## src/rtl/sipo_frame_ctrl_if.sv

```systemverilog
// sipo_frame_ctrl_if: serial line, parallel valid/ready port and error pulses of the SIPO frame receiver.
interface sipo_frame_ctrl_if #(parameter int DATA_W = 4);
    logic              bit_en;
    logic              si;
    logic [DATA_W-1:0] po;
    logic              po_valid;
    logic              po_ready;
    logic              busy;
    logic              parity_err;
    logic              frame_err;
    logic              overrun;

    modport slave (
        input  bit_en, si, po_ready,
        output po, po_valid, busy, parity_err, frame_err, overrun
    );

    modport master (
        output bit_en, si, po_ready,
        input  po, po_valid, busy, parity_err, frame_err, overrun
    );
endinterface

```

## src/rtl/sipo_frame_ctrl.sv

```systemverilog
// sipo_frame_ctrl: receives start/data/[even parity]/stop frames into a shift register and offers each good word on a valid/ready port.
module sipo_frame_ctrl #(
    parameter int DATA_W    = 4,
    parameter bit PARITY_EN = 1
) (
    input logic             clk,
    input logic             rst,
    sipo_frame_ctrl_if.slave bus
);
    localparam int CW = $clog2(DATA_W + 1);

    typedef enum logic [1:0] {IDLE, SHIFT, PARITY, STOP} state_t;

    state_t            r_state, w_next;
    logic [DATA_W-1:0] r_shift, r_po;
    logic [CW-1:0]     r_cnt;
    logic              r_par, r_valid, r_perr, r_ferr, r_ovr;
    logic              w_stop, w_bad, w_done;

    assign w_stop = bus.bit_en && r_state == STOP;
    // without a parity bit the accumulator only sees data, so it must not judge the frame
    assign w_bad  = PARITY_EN && r_par;
    assign w_done = w_stop && bus.si && !w_bad;

    always_ff @(posedge clk) begin
        if (rst) r_state <= IDLE;
        else     r_state <= w_next;
    end

    always_comb begin
        w_next = r_state;
        if (bus.bit_en)
            w_next = r_state == IDLE   ? (bus.si ? IDLE : SHIFT) :
                     r_state == SHIFT  ? (r_cnt == CW'(DATA_W - 1) ? (PARITY_EN ? PARITY : STOP) : SHIFT) :
                     r_state == PARITY ? STOP : IDLE;
    end

    always_ff @(posedge clk) begin
        if (rst) begin
            r_shift <= '0;
            r_cnt   <= '0;
            r_par   <= 1'b0;
            r_po    <= '0;
            r_valid <= 1'b0;
            r_perr  <= 1'b0;
            r_ferr  <= 1'b0;
            r_ovr   <= 1'b0;
        end else begin
            if (bus.bit_en && r_state == IDLE && !bus.si) begin
                r_cnt <= '0;
                r_par <= 1'b0;
            end
            if (bus.bit_en && r_state == SHIFT) begin
                r_shift <= {r_shift[DATA_W-2:0], bus.si};
                r_par   <= r_par ^ bus.si;
                r_cnt   <= r_cnt + 1'b1;
            end
            if (bus.bit_en && r_state == PARITY) r_par <= r_par ^ bus.si;
            r_perr <= w_stop && bus.si && w_bad;
            r_ferr <= w_stop && !bus.si;
            r_ovr  <= w_done && r_valid && !bus.po_ready;
            // a completion may replace the word only if the old one is gone or leaving this cycle
            if (w_done && (!r_valid || bus.po_ready)) begin
                r_po    <= r_shift;
                r_valid <= 1'b1;
            end else if (r_valid && bus.po_ready) begin
                r_valid <= 1'b0;
            end
        end
    end

    assign bus.po         = r_po;
    assign bus.po_valid   = r_valid;
    assign bus.busy       = r_state != IDLE;
    assign bus.parity_err = r_perr;
    assign bus.frame_err  = r_ferr;
    assign bus.overrun    = r_ovr;
endmodule

```

## src/flat_wrapper.sv

```systemverilog
// flat-port wrapper written by rule: the top's interface ports become plain ports
module sipo_frame_ctrl_flat 
#(
    parameter int DATA_W    = 4,
    parameter bit PARITY_EN = 1
)
  (clk, rst, bus_bit_en, bus_si, bus_po_ready, bus_po, bus_po_valid, bus_busy, bus_parity_err, bus_frame_err, bus_overrun);
  sipo_frame_ctrl_if #(.DATA_W(DATA_W)) bus_i ();
  input logic clk;
  input logic rst;
  input wire logic [$bits(bus_i.bit_en)-1:0] bus_bit_en;
  input wire logic [$bits(bus_i.si)-1:0] bus_si;
  input wire logic [$bits(bus_i.po_ready)-1:0] bus_po_ready;
  output wire logic [$bits(bus_i.po)-1:0] bus_po;
  output wire logic [$bits(bus_i.po_valid)-1:0] bus_po_valid;
  output wire logic [$bits(bus_i.busy)-1:0] bus_busy;
  output wire logic [$bits(bus_i.parity_err)-1:0] bus_parity_err;
  output wire logic [$bits(bus_i.frame_err)-1:0] bus_frame_err;
  output wire logic [$bits(bus_i.overrun)-1:0] bus_overrun;
  assign bus_i.bit_en = bus_bit_en;
  assign bus_i.si = bus_si;
  assign bus_i.po_ready = bus_po_ready;
  assign bus_po = bus_i.po;
  assign bus_po_valid = bus_i.po_valid;
  assign bus_busy = bus_i.busy;
  assign bus_parity_err = bus_i.parity_err;
  assign bus_frame_err = bus_i.frame_err;
  assign bus_overrun = bus_i.overrun;
  sipo_frame_ctrl #(.DATA_W(DATA_W), .PARITY_EN(PARITY_EN)) u_core (.clk(clk), .rst(rst), .bus(bus_i));
endmodule
```

## config.mk

```make
export PLATFORM = sky130hd
export DESIGN_NAME = sipo_frame_ctrl_flat
export DESIGN_NICKNAME = d
export VERILOG_FILES = /design/src/rtl/sipo_frame_ctrl_if.sv /design/src/rtl/sipo_frame_ctrl.sv /design/src/flat_wrapper.sv
export SDC_FILE = /design/constraint.sdc
export NUM_CORES = 1
export LEC_CHECK = 0
export ABC_AREA = 1
export CAP_MARGIN = 20
export CELL_PAD_IN_SITES_DETAIL_PLACEMENT = 1
export CELL_PAD_IN_SITES_GLOBAL_PLACEMENT = 1
export CORE_MARGIN = 4
export CORE_UTILIZATION = 39
export DETAILED_ROUTE_END_ITERATION = 6
export MAX_ROUTING_LAYER = met4
export PLACE_DENSITY = 0.82
export RECOVER_POWER = 100
export SLEW_MARGIN = 20
export SYNTH_ARGS = -nofsm -noshare
export SYNTH_HDL_FRONTEND = slang
export SYNTH_SLANG_ARGS = --single-unit
export TNS_END_PERCENT = 5
```

## constraint.sdc

```tcl
create_clock -name clk -period 2.1 [get_ports clk]
set_input_delay 0.21 -clock clk [delete_from_list [all_inputs] [get_ports clk]]
set_output_delay 0.21 -clock clk [all_outputs]
set_load 0.02 [all_outputs]
```

# Word-level counts from Yosys, hierarchy flattened
# Index checks and enable logic that the tools add are counted.
# W data, S select, Z words.
# op_classes
addsub	1
eq_ne	4
n_mux	12
bitwise	1
reduce_logical	23
# op_table
operator	n
$logic_and A1 B1 Y1	13
$mux W2	4
$mux W1	6
$mux W3	2
$reduce_bool A2 Y1	3
$eq A2 B2 Y1 const B	2
$logic_not A1 Y1	4
$add A3 B1 Y3 const B	1
$eq A3 B2 Y1 const B	1
$reduce_bool A3 Y1	1
$eq A2 B1 Y1 const B	1
$logic_not A2 Y1	1
$logic_or A1 B1 Y1	1
$xor A1 B1 Y1	1
# totals
regBits	18
input_bits	5
output_inout_bits	9

# Logic depth before layout (Yosys ltp)
# Gate-level depths: netlist (run 1).
# depth
word_depth	6
mapped_depth	7
ltp_nobuf	7

# Worst setup path after synthesis (run 1)
# Ideal clock, no wire load.
# synth_timing
kind	register to register
from	register u_core.r_cnt[0]
to	register u_core.r_cnt[2]
setup_time_ns	0.071
arrival_time_ns	1.061
required_ns	2.029
setup_slack_ns	0.968
path_stages_with_launch	5
cell_sequence	dfxtp_1 -> ha_1 -> ha_1 -> or2_0 -> a21oi_1
# synth_via
elab_chain_len	2
# synth_rtl
item	line_no	text
start, declared	sipo_frame_ctrl.sv:16	logic [CW-1:0] r_cnt;
start signal, assigned	sipo_frame_ctrl.sv:56	r_cnt <= r_cnt + 1'b1;
$add A3 B1 Y3	sipo_frame_ctrl.sv:56	
$mux W3	sipo_frame_ctrl.sv:53	if (bus.bit_en && r_state == SHIFT) begin
# Every way passes these cells.
# A chain may end at the register's enable or synchronous reset.

# Final worst setup path (run 1)
# layout_timing
from	register u_core.r_state[0]
to	output bus_busy
# layout_via
elab_chain_len	1
# layout_rtl
item	line_no	text
start, declared	sipo_frame_ctrl.sv:14	state_t r_state, w_next;
start signal, assigned	sipo_frame_ctrl.sv:27	else r_state <= w_next;
$reduce_bool A2 Y1	sipo_frame_ctrl.sv:74	assign bus.busy = r_state != IDLE;
end, declared	flat_wrapper.sv:16	output wire logic [$bits(bus_i.busy)-1:0] bus_busy;
# Every way passes these cells.

==> key figures, run 1 <==
Outcome
  – Outcome: complete, no violations

CTS
  – Hold buffers post-CTS: 0
  – Post-CTS Setup Inserts: 0
  – Worst-Skew Late Latency: between 200 and 300 ps
  – CTS tree: done
  – # clock sinks: 18
  – H-tree depth: 1
  – Root Buffer: clkbuf_4
  – Clock tree buffer depth: 2
  – Post-CTS sizing: 0
  – Clock transition at path regs: 90 ps
  – CTS Buf Count: 3

GRT
  – Grt ovf: 0
  – Met3 Use GR: 0.0592
  – Met1 global-route usage: 0.193
  – Overall fraction of global-route tracks in use: 0.174
  – Gr busiest metal: met2
  – Largest net degree at the start of global routing: 10
  – Met2 Usage GRT: 0.300
  – Vias in the first global route: about 770
  – First-pass GRT wire length: about 3500 um
  – Antenna violations before repair: 0

Worst setup path
  – Element type at the critical path end: primary output
  – CP Class: flip-flop to primary output
  – CP Launch Type: flip-flop
  – Required @ worst endpoint: between 1500 and 2000 ps
  – Worst r2r path cells: 5
  – RR Endpoint: u_core.bus.po[0]$_SDFFE_PP0P_
  – R2r setup slk: between 600 and 700 ps
  – Worst-path maximum fanout: 7
  – Arrival time worst endpoint: roughly 1700 ps

Placed design
  – Post-DP Area: 963 sq um
  – Port Buffers: 13
  – GP Congestion: between 0.7 and 0.8
  – DP HPWL: ~1600 um

Die
  – Core Area: ~2000 sq um
  – Core Rows: 16
  – DIE WIDTH: 53.3 um
  – Die ar.: about 2800 sq um
  – Die extent in y: between 50 and 60 um
  – Initial core utilization: 0.408
  – I/O pin count: 14

Layout
  – P&R area growth vs syn: 18.3%
  – Utilization after layout: 0.483
  – Fillers: about 280
  – Final Instance Area: 947 sq um
  – Commonest cells after routing, fill and taps aside: nand2_1, dfxtp_1, a21oi_1
  – NumNets Final: 125
  – ANT cells: 0
  – Layout cells sized above 1: 0.0603
  – Commonest non-fill, non-tap cell in the layout: nand2_1

Power
  – VDD IR-drop max: roughly 0.36 mV
  – Cell Pwr Density: approximately 620 nW/um^2
  – LEAKAGE: ~0.4 nW

Drt
  – DRC: 0
  – Final wirelength: roughly 2000 um
  – Drt first pass iters: 3
  – WL/cell: around 14 um
  – Initial DRC count: 15
  – Detail Route Antenna Nets: 0
  – Vias/cell: between 5 and 6
  – Vias post-DR: 716

Timing
  – Fin crit period: approximately 1900 ps
  – Final setup viols: 0
  – Setup Skew: ~2 ps
  – Max-slew violation count: 0
  – Actual slew at the worst max-slew pin: between 500 and 600 ps
  – Fmax: between 500 and 600 MHz
  – Hold Vio Cnt, Final: 0
  – Fin crit share: 0.890
  – Rel. slew slack: 0.648
  – RSZ-0062 raised after global routing: no
  – Setup_tns: 0 ps

Logic synthesis
  – Dominant cell type by area after synthesis: dfxtp_1
  – Synth warnings: 0
  – Syn nets: ~110
  – Synth Cell Area: 801 sq um
  – FF+latch count, synth: 18
  – Post-Syn Area per Cell: just under 8 sq um
  – Synth area leaders: dfxtp_1, nand2_1, a21oi_1
  – Post-Synthesis Cells: 101
  – Yosys top cell area share: 0.450
  – Yosys cell types: 20
  – Post-synthesis sequential area ratio: 0.450

Worst hold path
  – WHS Endpoint: u_core.bus.po[2]$_SDFFE_PP0P_
  – HP Start: u_core.bus.po[2]$_SDFFE_PP0P_
  – Cell depth of the worst min-delay path: 2
  – Worst hold path type: flip-flop to flip-flop

Run
  – Max_cap viols: 0
[report_power, final]
part	leakage (nW)	internal, mW	total (mW)	switching (mW)
combinational	0.240	0.0238	0.0652	0.0414
sequential	0.146	0.351	0.361	0.0104
clock	0.0138	0.0666	0.163	0.0968
[critical path, stage by stage, from the launching register on]
cell and delay, ps:
dfxtp_1 480, inv_1 110, nand2_1 110, dlygate4sd3_1 670
[metal layers]
layer  up-vias  share of wire
met2        14           0.51
li1        370              -
met1       328           0.44
met4         0         0.0084
met5         -              0
met3         4          0.042
[flip-flops by register name, indices dropped and copies added (netlist names), named ones only]
register               count
u_core.r_shift             4
u_core.bus.frame_err       1
u_core.r_state             1
u_core.bus.overrun         1
u_core.bus.po              4
u_core.bus.po_valid        1
u_core.r_par               1
u_core.bus.parity_err      1
u_core.r_cnt               3
[how the worst max path moves through the flow]
stage	from	end	slack (ps)	cells after the start
floorplan	u_core.r_cnt[0]$_SDFFE_PP0P_	u_core.r_cnt[2]$_SDFFE_PP0P_	970	4
global placement	bus_bit_en	u_core.bus.po[1]$_SDFFE_PP0P_	540	6
global route	u_core.r_state[0]$_SDFFE_PP0P_	bus_busy	110	3
finish	u_core.r_state[0]$_SDFFE_PP0P_	bus_busy	230	3
detailed placement	bus_bit_en	u_core.bus.po[2]$_SDFFE_PP0P_	500	6
CTS	u_core.r_state[0]$_SDFFE_PP0P_	bus_busy	210	3
[final cells by class]
class | count | area, sq um | share of cell area
timing repair buffer | 14 | 138 | 0.145
sequential | 18 | 360 | 0.380
tap | 27 | 33.8 | 0.0357
inverter | 10 | 37.5 | 0.0396
clock buffer | 3 | 22.5 | 0.0238
multi-input combinational | 71 | 355 | 0.375
[kinds of logic (layout without fill, tap and decap cells)]
kind of cell,count (synthesis),count (layout),share of synthesized area
flip-flops,18,18,0.450
buffers and inverters,12,27,0.0578
adder cells (fa/ha/maj),2,2,0.0312
AO/OA/AOI/OAI,21,21,0.134
AND/OR/NAND/NOR,48,48,0.327
[synthesized netlist by cell type]
cell      number
nand2_1       20
o21ai_0        8
or2_0          1
a21oi_1       12
nor3_1         2
nand4_1        5
inv_1          9
nor2_1         9
nor4_2         1
clkbuf_1       1
nand2_4        1
nand3_4        1
inv_2          1
a211oi_1       1
clkbuf_2       1
nand3_1        4
nor2_4         3
nand3_2        1
dfxtp_1       18
ha_1           2
[through the flow]
stage	total power, mW	setup WS [ps]	hold WS [ps]	std cells
floorplan	0.412	968	281	101
global placement	0.435	541	452	140
detailed placement	0.440	504	463	140
CTS	0.604	214	479	143
global route	0.620	110	490	143
finish	0.590	231	473	143
No activity file was read; power rests on OpenSTA's default activity.
==> inputs of run 2 (changes only) <==
Settings changed: CORE_UTILIZATION 39 to 33, PLACE_DENSITY 0.82 to 0.74, SETUP_SLACK_MARGIN from default to 0.5.
Clock period 2.1 ns to 1.66 ns, I/O delays scaled along.
==> run 2 against run 1 <==
Against the previous run: non-clock buffer count up 2; register-to-register slack worse by 190 ps; global-route usage down 3.8 points; clock power up 69%; critical path type unchanged; largest cell class is now multi-input gates.
==> key figures, run 2 (same netlist as run 1, synthesis figures left out) <==
Drt
  – Initial DRC count: 8 (-7)
  – Drt first pass iters: 4 (+1)
  – Final wirelength: 1890 um (-6.5%)
  – Vias post-DR: 729 (+1.8%)
  – Detail Route Antenna Nets: 0 (unchanged)
  – Vias/cell: 4.96 (-0.95%)
  – DRC: 0 (unchanged)
  – WL/cell: 12.9 um (-9.0%)

GRT
  – Overall fraction of global-route tracks in use: 0.135 (-0.0381)
  – Vias in the first global route: 762 (-1.4%)
  – Antenna violations before repair: 0 (unchanged)
  – Largest net degree at the start of global routing: 11 (+1)
  – Grt ovf: 0 (unchanged)
  – First-pass GRT wire length: 3340 um (-3.6%)

Worst hold path
  – Worst hold path type: flip-flop to flip-flop
  – Cell depth of the worst min-delay path: 1 (-1)
  – WHS Endpoint: u_core.r_cnt[0]$_SDFFE_PP0P_
  – HP Start: u_core.r_cnt[0]$_SDFFE_PP0P_

CTS
  – Hold buffers post-CTS: 0 (unchanged)
  – Clock transition at path regs: 110 ps (+20 ps)
  – H-tree depth: 1 (unchanged)
  – CTS Buf Count: 3 (unchanged)
  – # clock sinks: 18 (unchanged)
  – Root Buffer: clkbuf_4
  – Post-CTS Setup Inserts: 0 (unchanged)
  – Clock tree buffer depth: 2 (unchanged)
  – Worst-Skew Late Latency: 300 ps (+20 ps)
  – CTS tree: done

Layout
  – Fillers: 290 (+2.8%)
  – Commonest cells after routing, fill and taps aside: nand2_1, dfxtp_1, a21oi_1
  – P&R area growth vs syn: 24.4%
  – Layout cells sized above 1: 0.118 (+0.0573)
  – NumNets Final: 127 (+1.6%)
  – Commonest non-fill, non-tap cell in the layout: nand2_1
  – ANT cells: 0 (unchanged)

Placed design
  – DP HPWL: 1430 um (-10%)
  – Port Buffers: 13 (unchanged)
  – DP Worst Slack: 108 ps (-397 ps)
  – GP Congestion: 0.863 (+10%)

Timing
  – Setup_tns: 0 ps (unchanged)
  – PnR worst setup slack: 209 ps (-22.2 ps)
  – Max-slew violation count: 0 (unchanged)
  – Fin crit period: about 1500 ps
  – RSZ-0062 raised after global routing: yes
  – Actual slew at the worst max-slew pin: 307 ps (-219 ps)
  – Fmax: 689 MHz
  – Fin crit share: 0.874
  – Final setup viols: 0 (unchanged)
  – Setup Skew: 7.22 ps (+5.16 ps)
  – Hold Vio Cnt, Final: 0 (unchanged)
  – Worst hold slack: 465 ps (-8.65 ps)
  – Rel. slew slack: 0.794 (+0.146)

Worst setup path
  – Largest delay share family, worst path: buffers and inverters
  – Worst-path maximum fanout: 1 (-6)
  – Arrival time worst endpoint: 1290 ps (-370 ps)
  – Worst r2r path cells: 4 (-1)
  – Crit-path cells: dlygate4sd3_1
  – R2r setup slk: 430 ps (-190 ps)
  – Element type at the critical path end: primary output
  – Worst R2R Start: u_core.r_cnt[0]$_SDFFE_PP0P_
  – CP Launch Type: flip-flop
  – Slowest-stage cell, CP: dlygate4sd3_1
  – Required @ worst endpoint: 1490 ps (-400 ps)
  – RR Endpoint: u_core.r_cnt[2]$_SDFFE_PP0P_
  – Critical path buffers and inverters: 1 (-1)
  – CP peak stage delay: 660 ps (about the same)
  – CP Class: flip-flop to primary output

Die
  – Core Area: 2250 sq um (+15%)
  – Core Rows: 17 (+1)
  – I/O pin count: 14 (unchanged)
  – Initial core utilization: 0.355 (-0.0530)
  – Die ar.: 3280 sq um (+15%)
  – DIE WIDTH: 57.3 um (+7.4%)
  – Die extent in y: 57.3 um (+7.4%)

Power
  – Cell Pwr Density: 824 nW/um^2 (+32%)
  – VDD IR-drop max: 0.527 mV (+46%)
  – Final Total Pwr: 0.820 mW (+39%)
  – LEAKAGE: 0.411 nW (+2.8%)

Run
  – Max_cap viols: 0 (unchanged)

Outcome
  – Outcome: complete, no violations
[run 2: cell types whose count changed in the layout (fill, tap and decap cells not counted), sizes merged]
cell and change:
buf +2, dlygate4sd3 -7, clkdlybuf4s25 +1, dlygate4sd2 +5, clkbuf +2
[run 2: how the worst max path moves through the flow]
stage                     cells after the start                       endpoint                             from  slack [ps]
final                                         1                  bus_frame_err  u_core.bus.frame_err$_SDFF_PP0_         210
after global routing                          1                  bus_frame_err  u_core.bus.frame_err$_SDFF_PP0_         160
after CTS                                     1                  bus_frame_err  u_core.bus.frame_err$_SDFF_PP0_         250
after detailed placement                      6  u_core.bus.po[2]$_SDFFE_PP0P_                       bus_bit_en         110
after global placement                        6  u_core.bus.po[2]$_SDFFE_PP0P_                       bus_bit_en         150
after floorplan                               4   u_core.r_cnt[2]$_SDFFE_PP0P_     u_core.r_cnt[0]$_SDFFE_PP0P_         530
[run 2: where the power goes]
| group | total [mW] | internal [mW] | switching [mW] |
|---|---|---|---|
| Clock | 0.276 | 0.134 | 0.142 |
| Sequential | 0.454 | 0.444 | 0.00958 |
| Combinational | 0.0905 | 0.0335 | 0.0570 |
| Total | 0.820 | 0.611 | 0.209 |
[run 2: timing repair]
item | 4_1_cts | 5_1_grt
pin swaps | 0 | 0
endpoints found under the setup margin | 17 | 25
resized for setup | 6 | 2
[run 2: layout make-up]
class                   count  area [sq um]  share of cell area
clock buffers               4          36.3              0.0364
multi-input cells          71           387               0.388
well taps                  28          35.0              0.0352
flip-flops and latches     18           360               0.362
inverters                  10          37.5              0.0377
repair buffers             16           140               0.141
[run 2: through the flow]
| stage | area, sq um | utilization | std cells |
|---|---|---|---|
| 2_1_floorplan | 801 | - | 101 |
| 3_3_place_gp | 980 | 0.435 | 143 |
| 3_5_place_dp | 980 | 0.435 | 143 |
| 4_1_cts | 1010 | 0.447 | 147 |
| 5_1_grt | 996 | 0.442 | 147 |
| 6_report | 996 | 0.442 | 147 |
[run 2: per-layer routing]
| metal | vias up | share of wire | routed length, um | global-route usage |
|---|---|---|---|---|
| li1 | 374 | - | - | - |
| met1 | 339 | 0.44 | 833 | 0.156 |
| met2 | 12 | 0.50 | 943 | 0.215 |
| met3 | 4 | 0.040 | 76 | 0.0452 |
| met4 | 0 | 0.020 | 38 | 0.0563 |
| met5 | - | 0 | 0 | - |
==> inputs of run 3 (changes only) <==
--- a/config.mk
+++ b/config.mk
@@ -9,6 +9,4 @@
 export CAP_MARGIN = 20
-export CELL_PAD_IN_SITES_DETAIL_PLACEMENT = 1
-export CELL_PAD_IN_SITES_GLOBAL_PLACEMENT = 1
 export CORE_MARGIN = 4
-export CORE_UTILIZATION = 33
+export CORE_UTILIZATION = 45
 export DETAILED_ROUTE_END_ITERATION = 6
==> constraint.sdc (replaced) <==
create_clock -name clk -period 1.66 [get_ports clk]
set_input_delay 0.249 -clock clk [delete_from_list [all_inputs] [get_ports clk]]
set_output_delay 0.249 -clock clk [all_outputs]
set_load 0.02 [all_outputs]
==> run 3 against run 2 <==
Against the previous run: core utilization up 19 points; final cell count down 0.68%; clock power down 3%; first-iteration DRC count up 25%; power down 0.97%; design area up 1.0%; combinational power about the same; sequential power about the same; setup slack better by 140 ps; largest power group unchanged; highest routed layer unchanged.
==> key figures, run 3 (same netlist as run 1, synthesis figures left out) <==
Outcome
  – Outcome: complete, no violations

Worst setup path
  – CP endpoint: u_core.bus.po[2]$_SDFFE_PP0P_
  – R2r setup slk: 340 ps (-90 ps)
  – RR Endpoint: u_core.bus.po[2]$_SDFFE_PP0P_
  – CP peak stage delay: 360 ps (-300 ps)
  – Worst R2R Start: u_core.r_state[0]$_SDFFE_PP0P_
  – CP Launch Type: flip-flop
  – Crit-path cells: buf_4, nand2_1, nor2_4, nand3_1, nand2_1, a21oi_1
  – Crit path depth: 6 (+5)
  – Worst Setup SP: u_core.r_state[0]$_SDFFE_PP0P_
  – Cell mode on critical path: nand2_1
  – Worst-path maximum fanout: 8 (+7)
  – Required @ worst endpoint: 1830 ps (+340 ps)
  – Largest delay share family, worst path: simple AND/OR/NAND/NOR gates
  – Slowest-stage cell, CP: dfxtp_1
  – Worst r2r path cells: 6 (+2)
  – Arrival time worst endpoint: 1490 ps (+200 ps)
  – Element type at the critical path end: flip-flop
  – Critical path buffers and inverters: 1 (unchanged)
  – CP Class: flip-flop to flip-flop

Drt
  – Initial DRC count: 10 (+2)
  – Vias/cell: 5.14 (+3.7%)
  – Vias post-DR: 751 (+3.0%)
  – DRC: 0 (unchanged)
  – Final wirelength: 1690 um (-11%)
  – WL/cell: 11.5 um (-10%)
  – Detail Route Antenna Nets: 0 (unchanged)
  – Drt first pass iters: 4 (unchanged)

Layout
  – Commonest cells after routing, fill and taps aside: nand2_1, dfxtp_1, a21oi_1
  – Fillers: 157 (-46%)
  – Layout cells sized above 1: 0.148 (+0.0299)
  – P&R area growth vs syn: 25.6%
  – NumNets Final: 130 (+2.4%)
  – Commonest non-fill, non-tap cell in the layout: nand2_1
  – Final Instance Area: 1010 sq um (+1.0%)
  – ANT cells: 0 (unchanged)
  – Utilization after layout: 0.631 (+0.189)

GRT
  – Largest net degree at the start of global routing: 11 (unchanged)
  – First-pass GRT wire length: 3040 um (-9.1%)
  – Vias in the first global route: 707 (-7.2%)
  – Antenna violations before repair: 0 (unchanged)
  – Overall fraction of global-route tracks in use: 0.156 (+0.0205)
  – Grt ovf: 0 (unchanged)

Timing
  – PnR worst setup slack: 344 ps (+136 ps)
  – Setup Skew: 11.3 ps (+4.06 ps)
  – Hold Vio Cnt, Final: 0 (unchanged)
  – RSZ-0062 raised after global routing: yes
  – Actual slew at the worst max-slew pin: 307 ps (-0.439 ps)
  – Rel. slew slack: 0.795 (+0.000969)
  – Setup_tns: 0 ps (unchanged)
  – Fin crit share: 0.793 (-0.0818)
  – Final setup viols: 0 (unchanged)
  – Fmax: 760 MHz (+10%)
  – Max-slew violation count: 0 (unchanged)
  – Fin crit period: 1320 ps (-136 ps)

Power
  – Cell Pwr Density: 808 nW/um^2 (-2.0%)
  – VDD IR-drop max: 0.657 mV (+25%)
  – Final Total Pwr: 0.812 mW (-0.97%)
  – LEAKAGE: 0.381 nW (-7.4%)

CTS
  – Worst-Skew Late Latency: 300 ps (about the same)
  – # clock sinks: 18 (unchanged)
  – H-tree depth: 1 (unchanged)
  – Hold buffers post-CTS: 0 (unchanged)
  – Clock transition at path regs: 110 ps (about the same)
  – CTS tree: done
  – CTS Buf Count: 3 (unchanged)
  – Root Buffer: clkbuf_4
  – Clock tree buffer depth: 2 (unchanged)

Placed design
  – DP HPWL: 1200 um (-16%)
  – DP Worst Slack: 22.8 ps (-84.9 ps)
  – Port Buffers: 13 (unchanged)
  – Post-DP Area: 975 sq um (-0.51%)
  – GP Congestion: 0.893 (+3.5%)

Worst hold path
  – Worst hold path type: flip-flop to flip-flop

Run
  – Max_cap viols: 0 (unchanged)

Die
  – Initial core utilization: 0.502 (+0.147)
  – Core Rows: 14 (-3)
  – Core Area: 1590 sq um (-29%)
  – DIE WIDTH: 50.2 um (-12%)
  – I/O pin count: 14 (unchanged)
  – Die ar.: 2520 sq um (-23%)
  – Die extent in y: 50.2 um (-12%)
-- run 3: cell count changes in the layout (fill, tap and decap cells not counted), moves of 2 or more --
cell	before	now
clkdlybuf4s25_1	1	7
inv_1	9	7
dlygate4sd3_1	3	1
dlygate4sd2_1	5	1
inv_2	1	3
clkbuf_1	1	3
-- run 3: area by class of cell --
type,instances,area (sq um),area share
Tap cell,24,30.0,0.0299
Sequential cell,18,360,0.358
Inverter,10,37.5,0.0373
Timing Repair Buffer,19,158,0.157
Multi-Input combinational cell,71,384,0.382
Clock buffer,4,36.3,0.0361
-- run 3: how the worst min path moves through the flow --
stage / start / end / cells after the start
floorplan: rst / u_core.bus.parity_err$_SDFF_PP0_ / 1
global placement: u_core.r_cnt[0]$_SDFFE_PP0P_ / u_core.r_cnt[0]$_SDFFE_PP0P_ / 1
detailed placement: u_core.r_cnt[0]$_SDFFE_PP0P_ / u_core.r_cnt[0]$_SDFFE_PP0P_ / 1
CTS: u_core.bus.po[1]$_SDFFE_PP0P_ / u_core.bus.po[1]$_SDFFE_PP0P_ / 2
global route: u_core.bus.po[1]$_SDFFE_PP0P_ / u_core.bus.po[1]$_SDFFE_PP0P_ / 2
finish: u_core.bus.po[3]$_SDFFE_PP0P_ / u_core.bus.po[3]$_SDFFE_PP0P_ / 2
-- run 3: tightest hold or removal path: cells and delay by family (launching register included) --
family	cells	cell delay, ps
flip-flops	1	320
AND/OR/NAND/NOR	1	60
AO/OA/AOI/OAI	1	50
-- run 3: repair_timing --
item / in CTS / in global routing
setup buffers: 2 / 1
setup endpoints to repair: 24 / 19
pin swaps: 1 / 4
resized for setup: 29 / 5
-- run 3: stage by stage --
step,cells,hold WS (ps)
after floorplan,101,320
after global placement,139,445
after detailed placement,139,453
after CTS,145,475
after global routing,146,497
final,146,473
-- run 3: routing by layer --
metal | vias up | GRT usage | part of all wire
met1 | 351 | 0.189 | 0.45
li1 | 380 | - | -
met2 | 18 | 0.257 | 0.49
met3 | 2 | 0.0562 | 0.059
met5 | - | - | 0
met4 | 0 | 0.0138 | 0.0059
-- run 3: where the power goes --
group / internal, mW / leakage [nW] / switching (mW)
clock network: 0.134 / 0.0210 / 0.135
logic: 0.0338 / 0.214 / 0.0569
registers: 0.444 / 0.146 / 0.00931
